$ cat src/rtl/cpu_pkg.sv
// ----------------------------------------------------------------------------
// cpu_pkg
// Shared CPU-core definitions used by the fetch path.
//   fetch_state_e  : instruction fetch sequencer states
//   INST_BYTES_DEF : default instruction size in bytes
//   inst_t         : instruction word at the default size
// ----------------------------------------------------------------------------
package cpu_pkg;

    typedef enum logic [1:0] {
        StIdle,
        StReq,
        StHold,
        StDrain
    } fetch_state_e;

    localparam int unsigned INST_BYTES_DEF = 4;

    typedef logic [8*INST_BYTES_DEF-1:0] inst_t;

endpackage

$ cat src/rtl/ifetch_seq.sv
// ----------------------------------------------------------------------------
// ifetch_seq
// Instruction fetch sequencer. Owns the PC, reads one instruction a byte at a
// time over an 8-bit req/ack memory port and presents the little-endian
// instruction to the control unit through a valid/take handshake.
//
// Ports:
//   clk_i          clock
//   reset_i        synchronous active-high reset
//   pc_inhibit_i   blocks starting a new instruction fetch
//   redirect_i     load PC from redirect_pc_i, discard the in-flight fetch
//   redirect_pc_i  redirect target (low log2(INST_BYTES) bits ignored)
//   mem_req_o      byte read request, held until acked
//   mem_addr_o     byte address, stable while a request is pending
//   mem_ack_i      byte accepted, mem_data_i valid this cycle
//   mem_data_i     read byte
//   inst_valid_o   assembled instruction available
//   inst_o         instruction, little-endian
//   inst_pc_o      address of inst_o
//   inst_take_i    control unit consumes the instruction
// ----------------------------------------------------------------------------
module ifetch_seq
    import cpu_pkg::*;
#(
    parameter int unsigned            ADDR_WIDTH = 32,
    parameter logic [ADDR_WIDTH-1:0]  RESET_PC   = '0,
    parameter int unsigned            INST_BYTES = INST_BYTES_DEF
) (
    input  logic                      clk_i,
    input  logic                      reset_i,
    input  logic                      pc_inhibit_i,
    input  logic                      redirect_i,
    input  logic [ADDR_WIDTH-1:0]     redirect_pc_i,
    output logic                      mem_req_o,
    output logic [ADDR_WIDTH-1:0]     mem_addr_o,
    input  logic                      mem_ack_i,
    input  logic [7:0]                mem_data_i,
    output logic                      inst_valid_o,
    output logic [8*INST_BYTES-1:0]   inst_o,
    output logic [ADDR_WIDTH-1:0]     inst_pc_o,
    input  logic                      inst_take_i
);

    localparam int unsigned           SUB_W      = $clog2(INST_BYTES);
    localparam int unsigned           INST_W     = 8 * INST_BYTES;
    localparam logic [SUB_W-1:0]      LAST_SUB   = SUB_W'(INST_BYTES - 1);
    localparam logic [ADDR_WIDTH-1:0] PC_STEP    = ADDR_WIDTH'(INST_BYTES);
    localparam logic [ADDR_WIDTH-1:0] ALIGN_MASK = ~ADDR_WIDTH'(INST_BYTES - 1);

    fetch_state_e          r_state, w_state_d;
    logic [ADDR_WIDTH-1:0] r_pc, w_pc_d;
    logic [SUB_W-1:0]      r_sub, w_sub_d;
    logic [ADDR_WIDTH-1:0] r_drain_addr, w_drain_addr_d;
    logic [INST_W-1:0]     r_asm, w_asm_d;
    logic [INST_W-1:0]     r_inst, w_inst_d;
    logic [ADDR_WIDTH-1:0] r_inst_pc, w_inst_pc_d;

    logic [ADDR_WIDTH-1:0] w_fetch_addr;
    logic [ADDR_WIDTH-1:0] w_redir_pc;

    assign w_fetch_addr = r_pc + ADDR_WIDTH'(r_sub);
    assign w_redir_pc   = redirect_pc_i & ALIGN_MASK;

    always_ff @(posedge clk_i) begin
        if (reset_i) begin
            r_state      <= StIdle;
            r_pc         <= RESET_PC;
            r_sub        <= '0;
            r_drain_addr <= RESET_PC;
            r_asm        <= '0;
            r_inst       <= '0;
            r_inst_pc    <= RESET_PC;
        end else begin
            r_state      <= w_state_d;
            r_pc         <= w_pc_d;
            r_sub        <= w_sub_d;
            r_drain_addr <= w_drain_addr_d;
            r_asm        <= w_asm_d;
            r_inst       <= w_inst_d;
            r_inst_pc    <= w_inst_pc_d;
        end
    end

    always_comb begin
        w_state_d      = r_state;
        w_pc_d         = r_pc;
        w_sub_d        = r_sub;
        w_drain_addr_d = r_drain_addr;
        w_asm_d        = r_asm;
        w_inst_d       = r_inst;
        w_inst_pc_d    = r_inst_pc;

        unique case (r_state)
            StIdle: begin
                if (redirect_i) begin
                    w_pc_d  = w_redir_pc;
                    w_sub_d = '0;
                end else if (!pc_inhibit_i) begin
                    w_state_d = StReq;
                end
            end

            StReq: begin
                if (redirect_i) begin
                    w_pc_d  = w_redir_pc;
                    w_sub_d = '0;
                    if (mem_ack_i) begin
                        w_state_d = StIdle;
                    end else begin
                        // The pending request must still be retired at its
                        // original address, which the new PC no longer gives.
                        w_state_d      = StDrain;
                        w_drain_addr_d = w_fetch_addr;
                    end
                end else if (mem_ack_i) begin
                    w_asm_d[{r_sub, 3'b000} +: 8] = mem_data_i;
                    if (r_sub == LAST_SUB) begin
                        // inst_o only changes here so partial bytes stay hidden.
                        w_sub_d     = '0;
                        w_inst_d    = w_asm_d;
                        w_inst_pc_d = r_pc;
                        w_state_d   = StHold;
                    end else begin
                        w_sub_d = r_sub + 1'b1;
                    end
                end
            end

            StHold: begin
                if (redirect_i) begin
                    w_pc_d    = w_redir_pc;
                    w_sub_d   = '0;
                    w_state_d = StIdle;
                end else if (inst_take_i) begin
                    w_pc_d    = r_pc + PC_STEP;
                    w_state_d = pc_inhibit_i ? StIdle : StReq;
                end
            end

            StDrain: begin
                if (redirect_i) begin
                    w_pc_d  = w_redir_pc;
                    w_sub_d = '0;
                end
                if (mem_ack_i) begin
                    w_state_d = StIdle;
                end
            end

            default: w_state_d = StIdle;
        endcase
    end

    assign mem_req_o    = (r_state == StReq) || (r_state == StDrain);
    assign mem_addr_o   = (r_state == StDrain) ? r_drain_addr : w_fetch_addr;
    assign inst_valid_o = (r_state == StHold);
    assign inst_o       = r_inst;
    assign inst_pc_o    = r_inst_pc;

endmodule
$ cat config.mk
export PLATFORM = sky130hd
export DESIGN_NAME = ifetch_seq
export DESIGN_NICKNAME = d
export VERILOG_FILES = /design/src/rtl/cpu_pkg.sv /design/src/rtl/ifetch_seq.sv
export SDC_FILE = /design/constraint.sdc
export NUM_CORES = 1
export LEC_CHECK = 0
export CORE_MARGIN = 8
export CORE_UTILIZATION = 52
export DETAILED_ROUTE_END_ITERATION = 8
export HOLD_SLACK_MARGIN = 0.06
export PLACE_DENSITY = 0.8
export SYNTH_ARGS = -nofsm -noshare
export SYNTH_HDL_FRONTEND = slang
export SYNTH_SLANG_ARGS = --single-unit
$ cat constraint.sdc
create_clock -name clk_i -period 2.4 [get_ports clk_i]
set_clock_uncertainty 0.2 [all_clocks]
set_input_delay 0.48 -clock clk_i [delete_from_list [all_inputs] [get_ports clk_i]]
set_output_delay 0.48 -clock clk_i [all_outputs]
set_load 0.03 [all_outputs]
# Word level (Yosys, flattened, before mapping)
# Cells that the tools add are included.
[totals] regBits=164 in_bits=46 word_cells=59
[classes] addsub=4 n_eq_ne=12 shifts=2 muxes=22 bitwise=2 n_reduce_logical=10
[ops] operator="$mux W32" count=4
[ops] operator="$pmux W32 S2" count=1
[ops] operator="$add A32 B2 Y32" count=1
[ops] operator="$add A32 B3 Y32 const B" count=1
[ops] operator="$bwmux W32" count=1
[ops] operator="$shift A8 B7 Y32 const A" count=1
[ops] operator="$shiftx A8 B7 Y32" count=1
[ops] operator="$mux W2" count=13
[ops] operator="$pmux W2 S4" count=1
[ops] operator="$neg A5 Y7" count=1
[ops] operator="$eq A2 B2 Y1 const B" count=3
[ops] operator="$ne A2 B2 Y1 const B" count=3
[ops] operator="$ne A3 B3 Y1 const B" count=2
[ops] operator="$reduce_and A3 Y1" count=2
[ops] operator="$reduce_and A6 Y1" count=1
[ops] operator="$reduce_or A3 Y1" count=2
[ops] operator="$ne A2 B1 Y1 const B" count=2
[ops] operator="$pmux W2 S2" count=1
[ops] operator="$reduce_and A2 Y1" count=2
[ops] operator="$reduce_and A4 Y1" count=1
[ops] operator="$ne A3 B2 Y1 const B" count=1
[ops] operator="$add A2 B1 Y2 const B" count=1
[ops] operator="$eq A2 B1 Y1 const B" count=1
[ops] operator="$logic_not A2 Y1" count=1
[ops] operator="3 further kinds" count=4

# Logic depth before layout (Yosys ltp)
[logic_depth] depth_word=5 mapped_depth=8 depth_no_buf=6

# Least setup slack after synthesis
# OpenSTA, ideal clock, no wires.
[synth_timing] kind="input -> register" startpoint="input port redirect_i" endpoint="register r_inst_pc[13] (netlist: inst_pc_o[13])" setup_time_ps=70 arrival_time_ps=1906 setup_slack_ps=224 stages=8 n_path_buf=4 cell_sequence="buf_2 -> nor4bb_1 -> and2_1 -> clkbuf_1 -> buf_2 -> buf_1 -> nand2_1 -> a21oi_1"
[synth_between] elab_chain_len=2
[synth_lines] item="from (decl)" line="ifetch_seq.sv:32" text="input logic redirect_i,"
[synth_lines] item="$not A1 Y1 (no line)"
[synth_lines] item="$reduce_and A4 Y1 (no line)"
[synth_lines] item="to (signal assigned)" line="ifetch_seq.sv:80" text="r_inst_pc <= w_inst_pc_d;"
[synth_lines] item="to (decl)" line="ifetch_seq.sv:56" text="logic [ADDR_WIDTH-1:0] r_inst_pc, w_inst_pc_d;"
# No other way between the ends.
# A chain may end at the register's enable or synchronous reset.

# Worst setup path in the final report
[layout_timing] startpoint="register r_state[1]" endpoint="output port mem_addr_o[24]"
[layout_between] elab_chain_len=2
[layout_lines] item="from (decl)" line="ifetch_seq.sv:50" text="fetch_state_e r_state, w_state_d;"
[layout_lines] item="from (signal assigned)" line="ifetch_seq.sv:66" text="r_state <= StIdle;"
[layout_lines] item="from (signal assigned)" line="ifetch_seq.sv:74" text="r_state <= w_state_d;"
[layout_lines] item="$eq A2 B2 Y1" line="ifetch_seq.sv:155" text="assign mem_addr_o = (r_state == StDrain) ? r_drain_addr : w_fetch_addr;"
[layout_lines] item="$mux W32" line="ifetch_seq.sv:155"
[layout_lines] item="to (decl)" line="ifetch_seq.sv:35" text="output logic [ADDR_WIDTH-1:0] mem_addr_o,"
# No other way between the ends.

==> flow_summary_export.csv <==
group,metric,value,unit
clock_network,h-tree-depth,4,
setup_path,critPathMaxFanout,10,
setup_path,cp.depth,4,
sta,rsz0062_at_grt,"false",
final_layout,final_cell_mix,"dfxtp_1 (158), nand2_1 (147), clkdlybuf4s50_1 (104)",
placed_design,postPlaceCellArea,0.00920,sq mm
power,p_comb_share,9.8,%
power,intPower,4.71,mW
placed_design,globalplace.congestion,0.890,
clock_network,cts_buffers,17,
setup_path,worst-path-buf-inv,2,
floorplan,core,0.0138,sq mm
final_layout,final_util,71.3,%
global_routing,grt_pass1_vias,6558,
global_routing,overflow,0,
synth,synth.area.mux_share,5.20,%
floorplan,die_x,135,microns
clock_network,max-clock-path-buffers,2,
placed_design,pre_cts_slack,-180,ps
outcome,status,"finished clean",
power,leakage,3.51,nW
detailed_routing,routed-via-count,7001,
synth,synth_warnings,0,
final_layout,area_growth,34.7,%
sta,report.final.hold_viol_count,0,
hold_path,min_path_type,"reg -> reg",
placed_design,port_buffers,139,
power,power.share.clock,45.5,%
placed_design,placed_cells,1206,
clock_network,clk_latency,430,ps
detailed_routing,first_iter_violations,701,
power,p_seq_share,44.7,%
power,ir_drop,0.508,mV
setup_path,cp_cell_sequence,"nand2_4, clkbuf_16, mux2_2, clkdlybuf4s15_2",
setup_path,cp_top_family,"buffers and inverters",
sta,layout_setup_ws,34.4,ps
floorplan,dieArea,0.0181,sq mm
synth,syn_inst,898,
synth,synthFlopType,"dfxtp_1",
setup_path,cp.arrival,1690,ps
detailed_routing,dr.pass1.iters,5,
sta,fin_crit_sh,98.6,%
hold_path,holdCritStartpoint,"r_drain_addr[6]$_SDFFE_PP0P_",
synth,synthAdderAreaFrac,1.20,%
setup_path,worst-r2r-cell-count,6,
setup_path,critPathLaunchType,"register",
final_layout,diodes,0,
synth,synthSimpleGateAreaFrac,23.1,%
sta,setup_viol,0,
final_layout,stdcell_count,1239,
setup_path,slowest_delay,340,ps
power,swShare,24.5,%
detailed_routing,wl_per_cell,17.2,microns
synth,synth_area_per_cell,8.15,sq um
setup_path,worstReg2RegEnd,"r_pc[22]$_SDFFE_PP0P_",
detailed_routing,viasPerCell,5.65,
setup_path,rr_startpoint,"r_pc[2]$_SDFFE_PP0P_",
setup_path,r2r_slack,100,ps
synth,synth_top_family_by_area,"simple AND/OR/NAND/NOR gates",
clock_network,clkSinkCount,160,
global_routing,grt_max_degree,65,
floorplan,dieHeight,135,microns
clock_network,cts-root-buf,"clkbuf_16",
setup_path,cp_slowest_cell,"mux2_2",
sta,finalMaxSlewViolations,0,
sta,whs,251,ps
synth,synth_area,0.00732,sq mm
sta,tns,0,ps
detailed_routing,ant_nets,0,
setup_path,setup.worst_path.start,"r_state[1]$_SDFFE_PP0P_",
setup_path,worstSetupPathType,"reg -> out",
setup_path,end_kind,"output port",
final_layout,drive_gt1_share,17.0,%
detailed_routing,drt_wl_total,21.3,mm
placed_design,place_hpwl,14.5,mm
setup_path,cp.required,1720,ps
final_layout,final_common_cell,"dfxtp_1",
power,p_switching,1.53,mW
sta,fin_crit,2370,ps
power,finalPower,6.23,mW
synth,synth_edf_count,0,
synth,synth_cell_types,58,
synth,yosys.area_share.xor_xnor,0.718,%
global_routing,grt_pass1_wl,33.9,mm
floorplan,start_util,52.9,%
final_layout,fin_nets,1100,
sta,worstMarginPinSlew,668,ps
run,drv_cap,0,
sta,relSlewSlack,55.4,%
floorplan,num_rows,43,
clock_network,cts_tree,"yes",
clock_network,path_clk_slew,60,ps
setup_path,endpoint,"mem_addr_o[24]",
detailed_routing,drc_errors,0,
power,p_per_area,632,mW/mm^2
global_routing,grt_usage,23.0,%
floorplan,num_io_pins,144,
final_layout,stdcell_area,0.00986,sq mm
synth,synth_compound_area_share,20.5,%
synth,seq_area_frac_synth,43.8,%
synth,synth-async-reset-ratio,0,%
global_routing,antenna_found_initial,0,
synth,ys_ff_latch,160,
sta,clock.fmax,423,MHz
-- Yosys cell counts, types with 9 or more instances --
cell,instances,area (sq um)
dfxtp_1,160,3200
nand2_1,148,556
a21oi_1,100,500
nor2_1,99,372
a211oi_1,75,563
clkbuf_1,52,195
nor2b_1,33,206
mux2_2,32,360
inv_1,23,86.3
nor3_1,15,75.1
buf_1,14,52.6
a311oi_1,12,105
nand4_1,11,68.8
buf_2,9,45.0
o21ai_0,9,45.0
-- sequential cells by signal (all words and copies together) (netlist names) --
register	flops
r_drain_addr	32
inst_o	32
inst_pc_o	30
r_sub	2
r_pc	30
r_state	2
r_asm	32
-- layer usage --
metal / share of wire, % / GRT usage [%] / vias up
met5: 0 / 0 / -
li1: - / - / 3464
met3: 7.0 / 5.65 / 34
met1: 44 / 29.8 / 3250
met4: 2.1 / 8.17 / 0
met2: 47 / 36.4 / 253
-- cell type report --
type | instances | area [sq um]
clock inverters | 11 | 155
clock buffers | 20 | 467
inverters | 23 | 86.3
fillers | 1097 | 3970
repair buffers | 207 | 1970
flip-flops and latches | 160 | 3210
multi-input cells | 638 | 3750
well taps | 180 | 225
-- tightest hold or removal path, stage by stage (launching register included) --
cell and delay (ps):
dfxtp_1 300, nand2_1 50, a21oi_1 50
-- logic make-up (layout without fill, tap and decap cells) --
| kind of cell | after synthesis | in the layout |
|---|---|---|
| and+or+nand+nor | 359 | 359 |
| AOI/OAI and AO/OA | 230 | 230 |
| DFF | 160 | 160 |
| buffers and inverters | 101 | 261 |
| muxes | 34 | 34 |
| adders and majority gates | 7 | 7 |
| xor gates and xnor gates | 6 | 6 |
| other | 1 | 2 |
-- what timing repair did --
item,in CTS,in global routing
cloned,0,1
hold buffers,0,0
pin swaps,0,1
gates resized for setup,75,19
endpoints found under the setup margin,32,18
setup buffers,0,1
-- power groups by stage --
stage	registers (mW)	clock network [mW]	logic (mW)
6_report	2.78	2.84	0.613
3_5_place_dp	2.84	0	0.616
5_1_grt	2.79	2.97	0.657
4_1_cts	2.78	2.85	0.615
2_1_floorplan	2.81	0	0.366
3_3_place_gp	2.83	0	0.612
-- how the worst min path moves through the flow --
stage / to / depth (start not counted)
global route: r_drain_addr[8]$_SDFFE_PP0P_ / 2
finish: r_drain_addr[6]$_SDFFE_PP0P_ / 2
detailed placement: inst_pc_o[17]$_SDFFE_PP0P_ / 2
CTS: r_drain_addr[6]$_SDFFE_PP0P_ / 2
floorplan: r_drain_addr[0]$_SDFFE_PP0P_ / 2
global placement: r_drain_addr[2]$_SDFFE_PP0P_ / 2
Power figures use the tool's default switching activity.
